$ cat src/rtl/seven_seg_pkg.sv
// Shared definitions for the seven-segment scanner.
//   MAX_DIGITS : largest digit count the index width supports
//   SEG_TABLE  : active-high {g,f,e,d,c,b,a} pattern per hex nibble
//   scan_state_e : scanner FSM state encoding
package seven_seg_pkg;

    localparam int unsigned MAX_DIGITS = 8;

    localparam logic [6:0] SEG_TABLE [16] = '{
        7'h3F, 7'h06, 7'h5B, 7'h4F, 7'h66, 7'h6D, 7'h7D, 7'h07,
        7'h7F, 7'h6F, 7'h77, 7'h7C, 7'h39, 7'h5E, 7'h79, 7'h71
    };

    typedef enum logic [1:0] {
        StIdle,
        StGap,
        StDrive
    } scan_state_e;

endpackage

$ cat src/rtl/hex_to_7seg.sv
// Combinational hex nibble to seven-segment decoder (active-high).
//   nibble : hex digit 0..F
//   seg    : {g,f,e,d,c,b,a}, bit 0 = a, 1 = segment lit
module hex_to_7seg
    import seven_seg_pkg::*;
(
    input  logic [3:0] nibble,
    output logic [6:0] seg
);

    assign seg = SEG_TABLE[nibble];

endmodule

$ cat src/rtl/seven_segment_scanner.sv
// Time-multiplexed common-anode seven-segment display driver.
// Each rising edge of the (asynchronous) scan strobe advances one digit,
// with a dead-time gap of all anodes off between digits.
//   InputCLK     : system clock
//   nReset       : asynchronous active-low reset
//   ScanTick     : scan strobe, synchronized internally
//   Enable       : 1 = scan, 0 = display dark
//   Data         : hex nibble per digit, digit i = Data[4i+3:4i]
//   DP           : decimal point per digit
//   BlankMask    : 1 = digit kept dark while its slot elapses
//   Segments     : {g,f,e,d,c,b,a}
//   DecimalPoint : dp line
//   Anodes       : one-hot digit select
//   DigitIndex   : currently selected digit
module seven_segment_scanner
    import seven_seg_pkg::*;
#(
    parameter int unsigned DIGITS       = 8,
    parameter int unsigned BLANK_CYCLES = 16,
    parameter bit          ACTIVE_LOW   = 1'b1
) (
    input  logic                  InputCLK,
    input  logic                  nReset,
    input  logic                  ScanTick,
    input  logic                  Enable,
    input  logic [4*DIGITS-1:0]   Data,
    input  logic [DIGITS-1:0]     DP,
    input  logic [DIGITS-1:0]     BlankMask,
    output logic [6:0]            Segments,
    output logic                  DecimalPoint,
    output logic [DIGITS-1:0]     Anodes,
    output logic [2:0]            DigitIndex
);

    localparam logic [6:0]        SegOff = ACTIVE_LOW ? 7'h7F : 7'h00;
    localparam logic              DpOff  = ACTIVE_LOW;
    localparam logic [DIGITS-1:0] AnOff  = {DIGITS{ACTIVE_LOW}};
    localparam int unsigned       IdxW   = $clog2(MAX_DIGITS);

    scan_state_e           state_q;
    logic [IdxW-1:0]       idx_q;
    logic [7:0]            cnt_q;
    logic                  sync1_q, sync2_q, hist_q;
    logic [4*DIGITS-1:0]   data_sh_q;
    logic [DIGITS-1:0]     dp_sh_q;
    logic [DIGITS-1:0]     blank_sh_q;

    logic                  tick;
    logic                  last_digit;
    logic [IdxW-1:0]       idx_next;
    logic [3:0]            cur_nibble;
    logic [6:0]            seg_ah;
    logic [6:0]            seg_drive;
    logic                  dp_drive;
    logic [DIGITS-1:0]     an_drive;
    logic [DIGITS-1:0]     an_onehot;

    // One event per strobe rising edge, after the two-flop synchronizer.
    assign tick       = sync2_q & ~hist_q;
    assign last_digit = (idx_q == IdxW'(DIGITS - 1));
    assign idx_next   = last_digit ? '0 : idx_q + 1'b1;

    assign cur_nibble = data_sh_q[{idx_q, 2'b00} +: 4];

    hex_to_7seg u_dec (
        .nibble (cur_nibble),
        .seg    (seg_ah)
    );

    assign an_onehot = DIGITS'(1) << idx_q;

    // A masked digit is fully dark: anode, segments and dp all inactive.
    always_comb begin
        seg_drive = ACTIVE_LOW ? ~seg_ah : seg_ah;
        dp_drive  = ACTIVE_LOW ? ~dp_sh_q[idx_q] : dp_sh_q[idx_q];
        an_drive  = ACTIVE_LOW ? ~an_onehot : an_onehot;
        if (blank_sh_q[idx_q]) begin
            seg_drive = SegOff;
            dp_drive  = DpOff;
            an_drive  = AnOff;
        end
    end

    always_ff @(posedge InputCLK or negedge nReset) begin
        if (!nReset) begin
            state_q      <= StIdle;
            idx_q        <= '0;
            cnt_q        <= '0;
            sync1_q      <= 1'b0;
            sync2_q      <= 1'b0;
            hist_q       <= 1'b0;
            data_sh_q    <= '0;
            dp_sh_q      <= '0;
            blank_sh_q   <= '0;
            Segments     <= SegOff;
            DecimalPoint <= DpOff;
            Anodes       <= AnOff;
        end else begin
            sync1_q <= ScanTick;
            sync2_q <= sync1_q;
            hist_q  <= sync2_q;

            if (!Enable) begin
                state_q      <= StIdle;
                idx_q        <= '0;
                Segments     <= SegOff;
                DecimalPoint <= DpOff;
                Anodes       <= AnOff;
            end else begin
                unique case (state_q)
                    StIdle: begin
                        if (tick) begin
                            state_q    <= StGap;
                            idx_q      <= '0;
                            cnt_q      <= 8'(BLANK_CYCLES);
                            data_sh_q  <= Data;
                            dp_sh_q    <= DP;
                            blank_sh_q <= BlankMask;
                        end
                    end
                    StGap: begin
                        // Ticks here are ignored so the index never skips.
                        if (cnt_q == 8'd0) begin
                            state_q      <= StDrive;
                            Segments     <= seg_drive;
                            DecimalPoint <= dp_drive;
                            Anodes       <= an_drive;
                        end else begin
                            cnt_q <= cnt_q - 8'd1;
                        end
                    end
                    StDrive: begin
                        if (tick) begin
                            state_q      <= StGap;
                            idx_q        <= idx_next;
                            cnt_q        <= 8'(BLANK_CYCLES);
                            Segments     <= SegOff;
                            DecimalPoint <= DpOff;
                            Anodes       <= AnOff;
                            // New frame starts at digit 0: take a coherent snapshot.
                            if (last_digit) begin
                                data_sh_q  <= Data;
                                dp_sh_q    <= DP;
                                blank_sh_q <= BlankMask;
                            end
                        end
                    end
                    default: begin
                        state_q      <= StIdle;
                        Segments     <= SegOff;
                        DecimalPoint <= DpOff;
                        Anodes       <= AnOff;
                    end
                endcase
            end
        end
    end

    assign DigitIndex = idx_q;

endmodule

$ cat config.mk
export PLATFORM = sky130hd
export DESIGN_NAME = seven_segment_scanner
export DESIGN_NICKNAME = d
export VERILOG_FILES = /design/src/rtl/seven_seg_pkg.sv /design/src/rtl/hex_to_7seg.sv /design/src/rtl/seven_segment_scanner.sv
export SDC_FILE = /design/constraint.sdc
export NUM_CORES = 1
export LEC_CHECK = 0
export CAP_MARGIN = 10
export CORE_MARGIN = 5
export CORE_UTILIZATION = 25
export DETAILED_ROUTE_END_ITERATION = 10
export SLEW_MARGIN = 15
export SYNTH_ARGS = -nofsm -noshare
export SYNTH_HDL_FRONTEND = slang
export SYNTH_SLANG_ARGS = --single-unit
$ cat constraint.sdc
create_clock -name InputCLK -period 6.32 [get_ports InputCLK]
set_input_delay 1.896 -clock InputCLK [delete_from_list [all_inputs] [get_ports InputCLK]]
set_output_delay 1.896 -clock InputCLK [all_outputs]
set_load 0.02 [all_outputs]
# Word level (Yosys, flattened, before mapping)
# Memories as Yosys holds them, arrays and structs flattened.
# Cells that the tools add are included.
# classes
bitwise_logic,6
n_addsub,2
mux,45
eq_ne,14
shift,2
magnitude_cmp,2
n_reduce_logical,10
# op_table
cell,n
two-way mux 32 bit,3
two-way mux 8 bit,12
one-hot mux 32 bit (2 select lines),1
one-hot mux 8 bit (2 select lines),3
two-way mux 7 bit,6
indexed part select 32 x 6 -> 4 bit,1
one-hot mux 8 bit (3 select lines),1
one-hot mux 7 bit (3 select lines),1
two-way mux 3 bit,4
inequality test 2 bit (second input constant),5
inequality test 3 bit (second input constant),3
zero test 8 bit,1
inverter 8 bit,1
<< shifter 1 x 3 -> 8 bit (first input constant),1
subtractor 8 x 1 -> 8 bit (second input constant),1
inverter 7 bit,1
binary-select mux 1 bit (select 3 bit),2
two-way mux 1 bit,6
two-way mux 2 bit,3
one-hot mux 3 bit (2 select lines),1
AND reduction 3 bit,2
greater-or-equal comparator 5 bit (second input constant),1
inverter 4 -> 5 bit,1
AND reduction 5 bit,1
other kinds (17),19
# word_totals
romBits,112
memories,1
register_bits,80
# memory_table
name,words,word_bits,rd,rd_clocked_by_memory_dff,write_ports,line,text
(no name shown),16,7,1,0,0,hex_to_7seg.sv:11,assign seg = SEG_TABLE[nibble];

# Logic depth before layout (Yosys ltp)
# Gate-level depths: netlist of run 1.
# logic_depth
ltp_word,10
ltp_mapped,8

# Cells and area by module
# From an unflattened synthesis of run 1, not the netlist that was laid out.
# hier_totals
cells_unflattened,318
hier_area_um2,4147.7
# modules_own_cells
mod,seq_area_each_um2,n_inst,cells_each,area_each_um2
seven_segment_scanner,2021.9,1,285,3857.4
hex_to_7seg,0.0,1,33,290.3

# Worst setup path after synthesis of run 1
# No wires, ideal clock.
# synth_path
path_type,in2reg
start,in Enable
end,reg data_sh_q[11]
n_path_buf,3
arrival_ns,2.991
path_stages,6
setup_slack_ns,3.202
cell_sequence,and2_1 > buf_2 > nand2_1 > buf_2 > buf_2 > mux2_1
# synth_via
elab_chain_cells,1
# synth_lines
element,line,text
from (decl),seven_segment_scanner.sv:25,"input logic Enable,"
AND reduction 5 bit (no source line),n/a,
to (signal assigned),seven_segment_scanner.sv:116,data_sh_q <= Data;
to (signal assigned),seven_segment_scanner.sv:142,data_sh_q <= Data;
to (decl),seven_segment_scanner.sv:44,logic [4*DIGITS-1:0] data_sh_q;
# Every way passes these cells.
# A chain may end at the register's enable or synchronous reset.

# Worst setup path after layout of run 1
# layout_path
start,in Enable
end,reg dp_sh_q[2]
# layout_via
elab_chain_cells,1
# layout_lines
element,line,text
AND reduction 5 bit (no source line),n/a,
to (signal assigned),seven_segment_scanner.sv:93,dp_sh_q <= '0;
to (signal assigned),seven_segment_scanner.sv:117,dp_sh_q <= DP;
to (signal assigned),seven_segment_scanner.sv:143,dp_sh_q <= DP;
to (decl),seven_segment_scanner.sv:45,logic [DIGITS-1:0] dp_sh_q;
# Every way passes these cells.

==> results of run 1 <==
## power by group through the flow
stage	clock network [mW]	registers [mW]	logic (mW)
detailed placement	0	0.690	0.334
finish	0.493	0.681	0.329
CTS	0.513	0.681	0.336
global placement	0	0.682	0.323
global route	0.533	0.694	0.366
floorplan	0	0.672	0.236
## metal layers
metal / routed length [um] / up-vias / part of all wire / GRT usage
li1: - / 1189 / - / -
met1: 4200 / 1254 / 0.47 / 0.135
met2: 4160 / 55 / 0.47 / 0.165
met3: 452 / 14 / 0.051 / 0.0368
met4: 116 / 0 / 0.013 / 0.0291
met5: 0 / - / 0 / 0
## per-stage QoR
step / hold WS [ns] / power, mW / worst slack [ns] / instances / area, um2
after floorplan: 0.331 / 0.908 / 3.20 / 282 / 3930
after global placement: 0.340 / 1.00 / 1.89 / 553 / 4840
after detailed placement: 0.335 / 1.02 / 1.76 / 553 / 4840
after CTS: 0.348 / 1.53 / 2.13 / 569 / 5120
after global routing: 0.355 / 1.59 / 2.00 / 569 / 5120
final: 0.346 / 1.50 / 2.15 / 569 / 5120
## worst max-delay path by stage
| stage | endpoint | from | cells past startpoint |
|---|---|---|---|
| after floorplan | data_sh_q[11]$_DFFE_PN0P_ | Enable | 6 |
| after global placement | data_sh_q[14]$_DFFE_PN0P_ | Enable | 4 |
| after detailed placement | data_sh_q[1]$_DFFE_PN0P_ | Enable | 4 |
| after CTS | dp_sh_q[2]$_DFFE_PN0P_ | Enable | 4 |
| after global routing | data_sh_q[1]$_DFFE_PN0P_ | Enable | 4 |
| final | dp_sh_q[2]$_DFFE_PN0P_ | Enable | 4 |
## area by class of cell
| class | instances | area, um2 | area share |
|---|---|---|---|
| Tap cell | 211 | 264 | 0.0516 |
| Timing Repair Buffer | 72 | 713 | 0.139 |
| Clock inverter | 3 | 17.5 | 0.00342 |
| Clock buffer | 13 | 262 | 0.0511 |
| Sequential cell | 80 | 2020 | 0.395 |
| Multi-Input combinational cell | 177 | 1780 | 0.347 |
| Inverter | 13 | 62.6 | 0.0122 |
## state kept, by name, indices dropped and copies added (netlist names)
name,flops
DecimalPoint,1
blank_sh_q,8
Segments,7
sync1_q,1
cnt_q,8
hist_q,1
Anodes,8
DigitIndex,3
sync2_q,1
state_q,2
data_sh_q,32
dp_sh_q,8
## Yosys cell counts (all sizes together)
cell type | n | area share
a2bb2oi | 13 | 0.029
xor2 | 3 | 0.0067
o32a | 1 | 0.0025
nor2 | 13 | 0.013
nor3 | 2 | 0.0025
nand4 | 1 | 0.0016
mux2 | 50 | 0.15
o21a | 1 | 0.0019
xnor2 | 2 | 0.0045
nand4b | 2 | 0.0045
mux2i | 7 | 0.021
inv | 12 | 0.011
o2111ai | 4 | 0.0089
nor3b | 1 | 0.0019
dfstp | 16 | 0.11
o21ai | 6 | 0.0086
and2 | 5 | 0.0086
nor4 | 3 | 0.0086
ha | 14 | 0.045
and3 | 1 | 0.0016
a221oi | 1 | 0.0022
a21oi | 6 | 0.0076
buf | 10 | 0.017
dfrtp | 64 | 0.41
a31oi | 2 | 0.0048
nand3b | 3 | 0.0057
o22a | 2 | 0.0045
bufinv | 1 | 0.0045
a21o | 2 | 0.0038
mux4 | 12 | 0.073
or4 | 1 | 0.0029
or3b | 1 | 0.0022
or3 | 1 | 0.0016
nor2b | 3 | 0.0067
nand2b | 4 | 0.0064
o31a | 1 | 0.0022
o211ai | 3 | 0.0070
clkbuf | 2 | 0.0019
nand2 | 6 | 0.0057
## cells in the final DEF, fill, tap and decap left out, types with 3 or more instances in the layout
master and instances:
a21oi_1 6, a2bb2oi_1 13, and2_1 4, buf_4 3, clkbuf_1 3, clkbuf_16 10
clkdlybuf4s50_1 69, dfrtp_1 64, dfstp_2 16, ha_1 14, inv_1 10, mux2_1 48
mux2i_1 6, mux4_1 4, mux4_2 8, nand2_1 5, nand2b_1 4, nand3b_1 3
nor2_1 12, o2111ai_1 4, o21ai_1 3, xor2_1 3
## logic make-up after synthesis
kind of cell	synth area share
DFF	0.514
xor gates and xnor gates	0.0111
and+or+nand+nor	0.0735
muxes	0.239
adders and majority gates	0.0446
AOI/OAI and AO/OA	0.0831
buffers and inverters	0.0344
==> run_results.csv, run 1 <==
group,metric,value,unit
worst_setup_path,critPathRequiredTime,6.53,ns
drt,num_vias,2512,
grt,antenna_found_initial,0,
final_layout,fin_util,0.334,
synth,syn_area_per_cell,13.9,um2
sta,min_period,4.17,ns
clock_tree,hold_buffers,0,
min_path,min_to,"sync2_q$_DFF_PN0_",
final_layout,fillers,1535,
placed_design,port-buffer-count,70,
sta,fin_skew,0.00859,ns
clock_tree,cts_root_buffer,"clkbuf_16",
sta,fin_crit_sh,0.660,
worst_setup_path,ff2ff_path_depth,8,
worst_setup_path,cp_top_family,"simple AND/OR/NAND/NOR gates",
drt,ant_nets,0,
drt,routed_wl,8930,um
clock_tree,clk_path_buf_depth,2,
sta,rsz0062_at_grt,"false",
power_and_ir_drop,ir_worst_vdd,144,uV
clock_tree,htreeDepth,3,
final_layout,area_delta_synth_final,30.2,%
min_path,hold_class,"reg2reg",
clock_tree,clk_transition_reported_paths,0.06,ns
min_path,hold_depth,0,
power_and_ir_drop,p_switching,417,uW
power_and_ir_drop,power.internal,1.08,mW
worst_setup_path,path_buf_inv,1,
drt,dr.pass1.iters,4,
drt,post_drt_wl_per_cell,15.7,um
sta,finalMaxSlewViolations,0,
worst_setup_path,crit_path_max_fanout,48,
clock_tree,cts-resized-gates,0,
worst_setup_path,r2r_setup_slack,3.48,ns
clock_tree,insertion_delay,0.34,ns
worst_setup_path,cpPeakStageDelay,0.81,ns
synth,synth_fp_nets,348,
die,fp.coreArea,15300,um2
min_path,worstHoldStart,"sync1_q$_DFF_PN0_",
die,die_y,135,um
worst_setup_path,crit_arrival,4.39,ns
power_and_ir_drop,clkPwrFrac,0.328,
power_and_ir_drop,pwr-share-seq,0.453,
sta,slew_headroom,0.237,
sta,fmax,0.240,GHz
sta,setup_viol,0,
sta,finalHoldViolCount,0,
synth,syn-cell-area,3930,um2
power_and_ir_drop,cellLeakagePower,2.09,nW
synth,yosys_warnings,0,
die,die_area,18300,um2
worst_setup_path,rr_startpoint,"DigitIndex[0]$_DFFE_PN0P_",
worst_setup_path,slowest_stage,"clkdlybuf4s50_1",
synth,netlist_instances,282,
sta,fin_setup_tns,0,ns
placed_design,gp_congestion,0.789,
drt,via_per_inst,4.41,
die,ios,71,
run_status,status,"complete, no violations",
grt,grt_overflow,0,
final_layout,num_antenna_cells,0,
power_and_ir_drop,power.density,294,nW/um2
power_and_ir_drop,sw_frac_of_total,0.278,
grt,grt_max_degree,81,
grt,grt_pass1_wl,14600,um
synth,synth.distinct_cells,53,
drt,first_iter_violations,97,
final_layout,drive_gt1_frac,0.154,
grt,grt_pass1_vias,2737,
clock_tree,cts_tree,"built",
worst_setup_path,crit_chain,"clkdlybuf4s50_1, and2_1, nand2_2, mux2_1",
worst_setup_path,reg2reg_to,"Segments[3]$_DFFE_PN1P_",
grt,grtUsageTotal,0.104,
final_layout,nNetsFinal,419,
worst_setup_path,crit_type,"in2reg",
clock_tree,cts_buffers,9,
drt,route.detailed.drc,0,
synth,synth_seq_area_share,0.514,
placed_design,dpl.hpwl,6440,um
worst_setup_path,endpoint_kind,"flip-flop",
sta,tightest_slew,1.14,ns
die,die_w,135,um
die,fp-row-count,45,
run,drv_cap,0,
clock_tree,cts_setup_buffers,0,
synth,synth-seq-cells,80,
die,start_util,0.257,
clock_tree,clock_sinks,80,
power_and_ir_drop,combPwrFrac,0.219,
worst_setup_path,start_kind,"primary input",
Note: power is estimated with default switching activity, not from simulation.
==> run 2, diff against run 1 <==
==> constraint.sdc (replaced) <==
create_clock -name InputCLK -period 4.1 [get_ports InputCLK]
set_input_delay 1.23 -clock InputCLK [delete_from_list [all_inputs] [get_ports InputCLK]]
set_output_delay 1.23 -clock InputCLK [all_outputs]
set_load 0.02 [all_outputs]
==> run 2 against run 1 <==
Net effect:
- first-iteration DRC count increased by 67%
- sequential cell count unchanged
- critical path type is now reg2out
- register-to-register slack got worse by 2.4 ns
- critical path depth decreased by 3
- combinational power increased by 55%
- hold slack improved by 0.0059 ns
- non-clock buffer count increased by 2
==> run_results.csv, run 2 (synthesized netlist as in run 1, its figures left out) <==
group,metric,value,unit
run_status,status,"complete, no violations",
final_layout,drive_gt1_frac,0.161,
power_and_ir_drop,power.density,458,nW/um2
clock_tree,htreeDepth,3,
worst_setup_path,crit_type,"reg2out",
grt,grt_pass1_wl,14900,um
worst_setup_path,critPathRequiredTime,2.87,ns
clock_tree,clock_sinks,80,
final_layout,stdcell_count,571,
power_and_ir_drop,ir_worst_vdd,225,uV
power_and_ir_drop,power.internal,1.73,mW
die,die_w,135,um
drt,ant_nets,0,
sta,setup_viol,0,
sta,finalMaxSlewViolations,0,
die,start_util,0.257,
grt,grt_pass1_vias,2791,
final_layout,final_common_cell,"clkdlybuf4s50_1",
sta,fmax,0.325,GHz
drt,num_vias,2563,
power_and_ir_drop,pwr-share-seq,0.443,
clock_tree,cts_buffers,9,
final_layout,largest_reg_flops,32,
worst_setup_path,crit_arrival,1.84,ns
worst_setup_path,path_buf_inv,1,
drt,route.detailed.drc,0,
min_path,hold_class,"reg2reg",
sta,finalHoldViolCount,0,
worst_setup_path,start_kind,"flip-flop",
placed_design,dp.cells,555,
sta,tightest_slew,1.04,ns
drt,via_per_inst,4.49,
final_layout,mostFrequentLayoutCells,"clkdlybuf4s50_1, dfrtp_1, mux2_1, dfstp_2, ha_1",
placed_design,port-buffer-count,70,
power_and_ir_drop,sw_frac_of_total,0.268,
final_layout,num_antenna_cells,0,
clock_tree,cts_tree,"built",
clock_tree,clk_path_buf_depth,2,
final_layout,regMostFlops,"data_sh_q",
run,drv_cap,0,
clock_tree,insertion_delay,0.34,ns
die,die_y,135,um
drt,dr.pass1.iters,4,
worst_setup_path,cpPeakStageDelay,0.77,ns
grt,grtUsageTotal,0.105,
power_and_ir_drop,clkPwrFrac,0.342,
clock_tree,cts_setup_buffers,0,
placed_design,pre_cts_ws,0.924,ns
worst_setup_path,endpoint_kind,"primary output",
final_layout,fillers,1542,
final_layout,nNetsFinal,421,
final_layout,regArea,2020,um2
clock_tree,cts-resized-gates,0,
worst_setup_path,cp_top_family,"flip-flops",
sta,fin_crit_sh,0.749,
placed_design,placed_cell_area,4860,um2
clock_tree,hold_buffers,0,
placed_design,gp_congestion,0.762,
final_layout,final_cell_area,5160,um2
sta,rsz0062_at_grt,"false",
die,die_area,18300,um2
grt,grt_overflow,0,
final_layout,multiInputGateArea,1780,um2
final_layout,area_delta_synth_final,31.4,%
drt,post_drt_wl_per_cell,15.7,um
clock_tree,cts_root_buffer,"clkbuf_16",
power_and_ir_drop,total_power,2.37,mW
die,fp-row-count,45,
sta,fin_skew,0.00751,ns
sta,worst_slack,1.03,ns
placed_design,dpl.hpwl,6520,um
power_and_ir_drop,p_switching,635,uW
sta,min_period,3.07,ns
power_and_ir_drop,cellLeakagePower,2.12,nW
grt,grt_max_degree,81,
drt,routed_wl,8980,um
die,ios,71,
die,fp.coreArea,15300,um2
sta,fin_setup_tns,0,ns
grt,antenna_found_initial,0,
sta,slew_headroom,0.310,
worst_setup_path,slowest_stage,"dfrtp_1",
drt,first_iter_violations,162,
power_and_ir_drop,combPwrFrac,0.215,
worst_setup_path,crit_chain,"clkdlybuf4s50_1",
clock_tree,clk_transition_reported_paths,0.06,ns
worst_setup_path,crit_path_max_fanout,11,
==> run 2: cell types whose count changed in the layout (fill, tap and decap cells not counted) <==
cell	before	now
bufinv_16	0	1
clkbuf_16	10	9
clkinvlp_4	1	0
buf_4	3	4
clkbuf_1	3	2
buf_12	0	1
clkbuf_8	0	2
==> run 2: final timing paths <==
check                                          startpoint                   endpoint  slack [ns]  cells after the start
worst max-delay path            DigitIndex[0]$_DFFE_PN0P_              DigitIndex[0]        1.03                      1
worst min-delay path                    sync1_q$_DFF_PN0_          sync2_q$_DFF_PN0_        0.35                      0
worst min register to register          sync1_q$_DFF_PN0_          sync2_q$_DFF_PN0_        0.35                      0
min in group asynchronous                          nReset  data_sh_q[27]$_DFFE_PN0P_        1.06                      1
worst max register to register  DigitIndex[0]$_DFFE_PN0P_    Segments[3]$_DFFE_PN1P_        1.12                      7
max in group asynchronous                          nReset     state_q[1]$_DFFE_PN0P_        2.36                      1
==> run 2: routing by layer <==
layer	GRT usage	share of wire	routed length, um	vias to the layer above
met2	0.161	0.46	4170	68
met1	0.140	0.46	4150	1295
met5	0	0	0	-
met3	0.0342	0.061	546	11
li1	-	-	-	1189
met4	0.0370	0.013	116	0
==> run 2: cell type report <==
| cell class | count | share of cell area |
|---|---|---|
| inverter | 13 | 0.0121 |
| clock buffer | 13 | 0.0504 |
| tap | 211 | 0.0511 |
| multi-input combinational | 177 | 0.344 |
| sequential | 80 | 0.391 |
| timing repair buffer | 74 | 0.143 |
| clock inverter | 3 | 0.00775 |
==> run 2: through the flow <==
stage	hold slack (ns)	utilization
floorplan	0.331	-
global placement	0.340	0.318
detailed placement	0.346	0.318
CTS	0.359	0.337
global route	0.375	0.337
finish	0.351	0.337
==> run 2: power by group through the flow <==
| stage | Clock [mW] | Sequential (mW) | Combinational (mW) |
|---|---|---|---|
| 2_1_floorplan | 0 | 1.04 | 0.364 |
| 3_3_place_gp | 0 | 1.05 | 0.499 |
| 3_5_place_dp | 0 | 1.06 | 0.515 |
| 4_1_cts | 0.842 | 1.05 | 0.518 |
| 5_1_grt | 0.868 | 1.07 | 0.572 |
| 6_report | 0.809 | 1.05 | 0.509 |
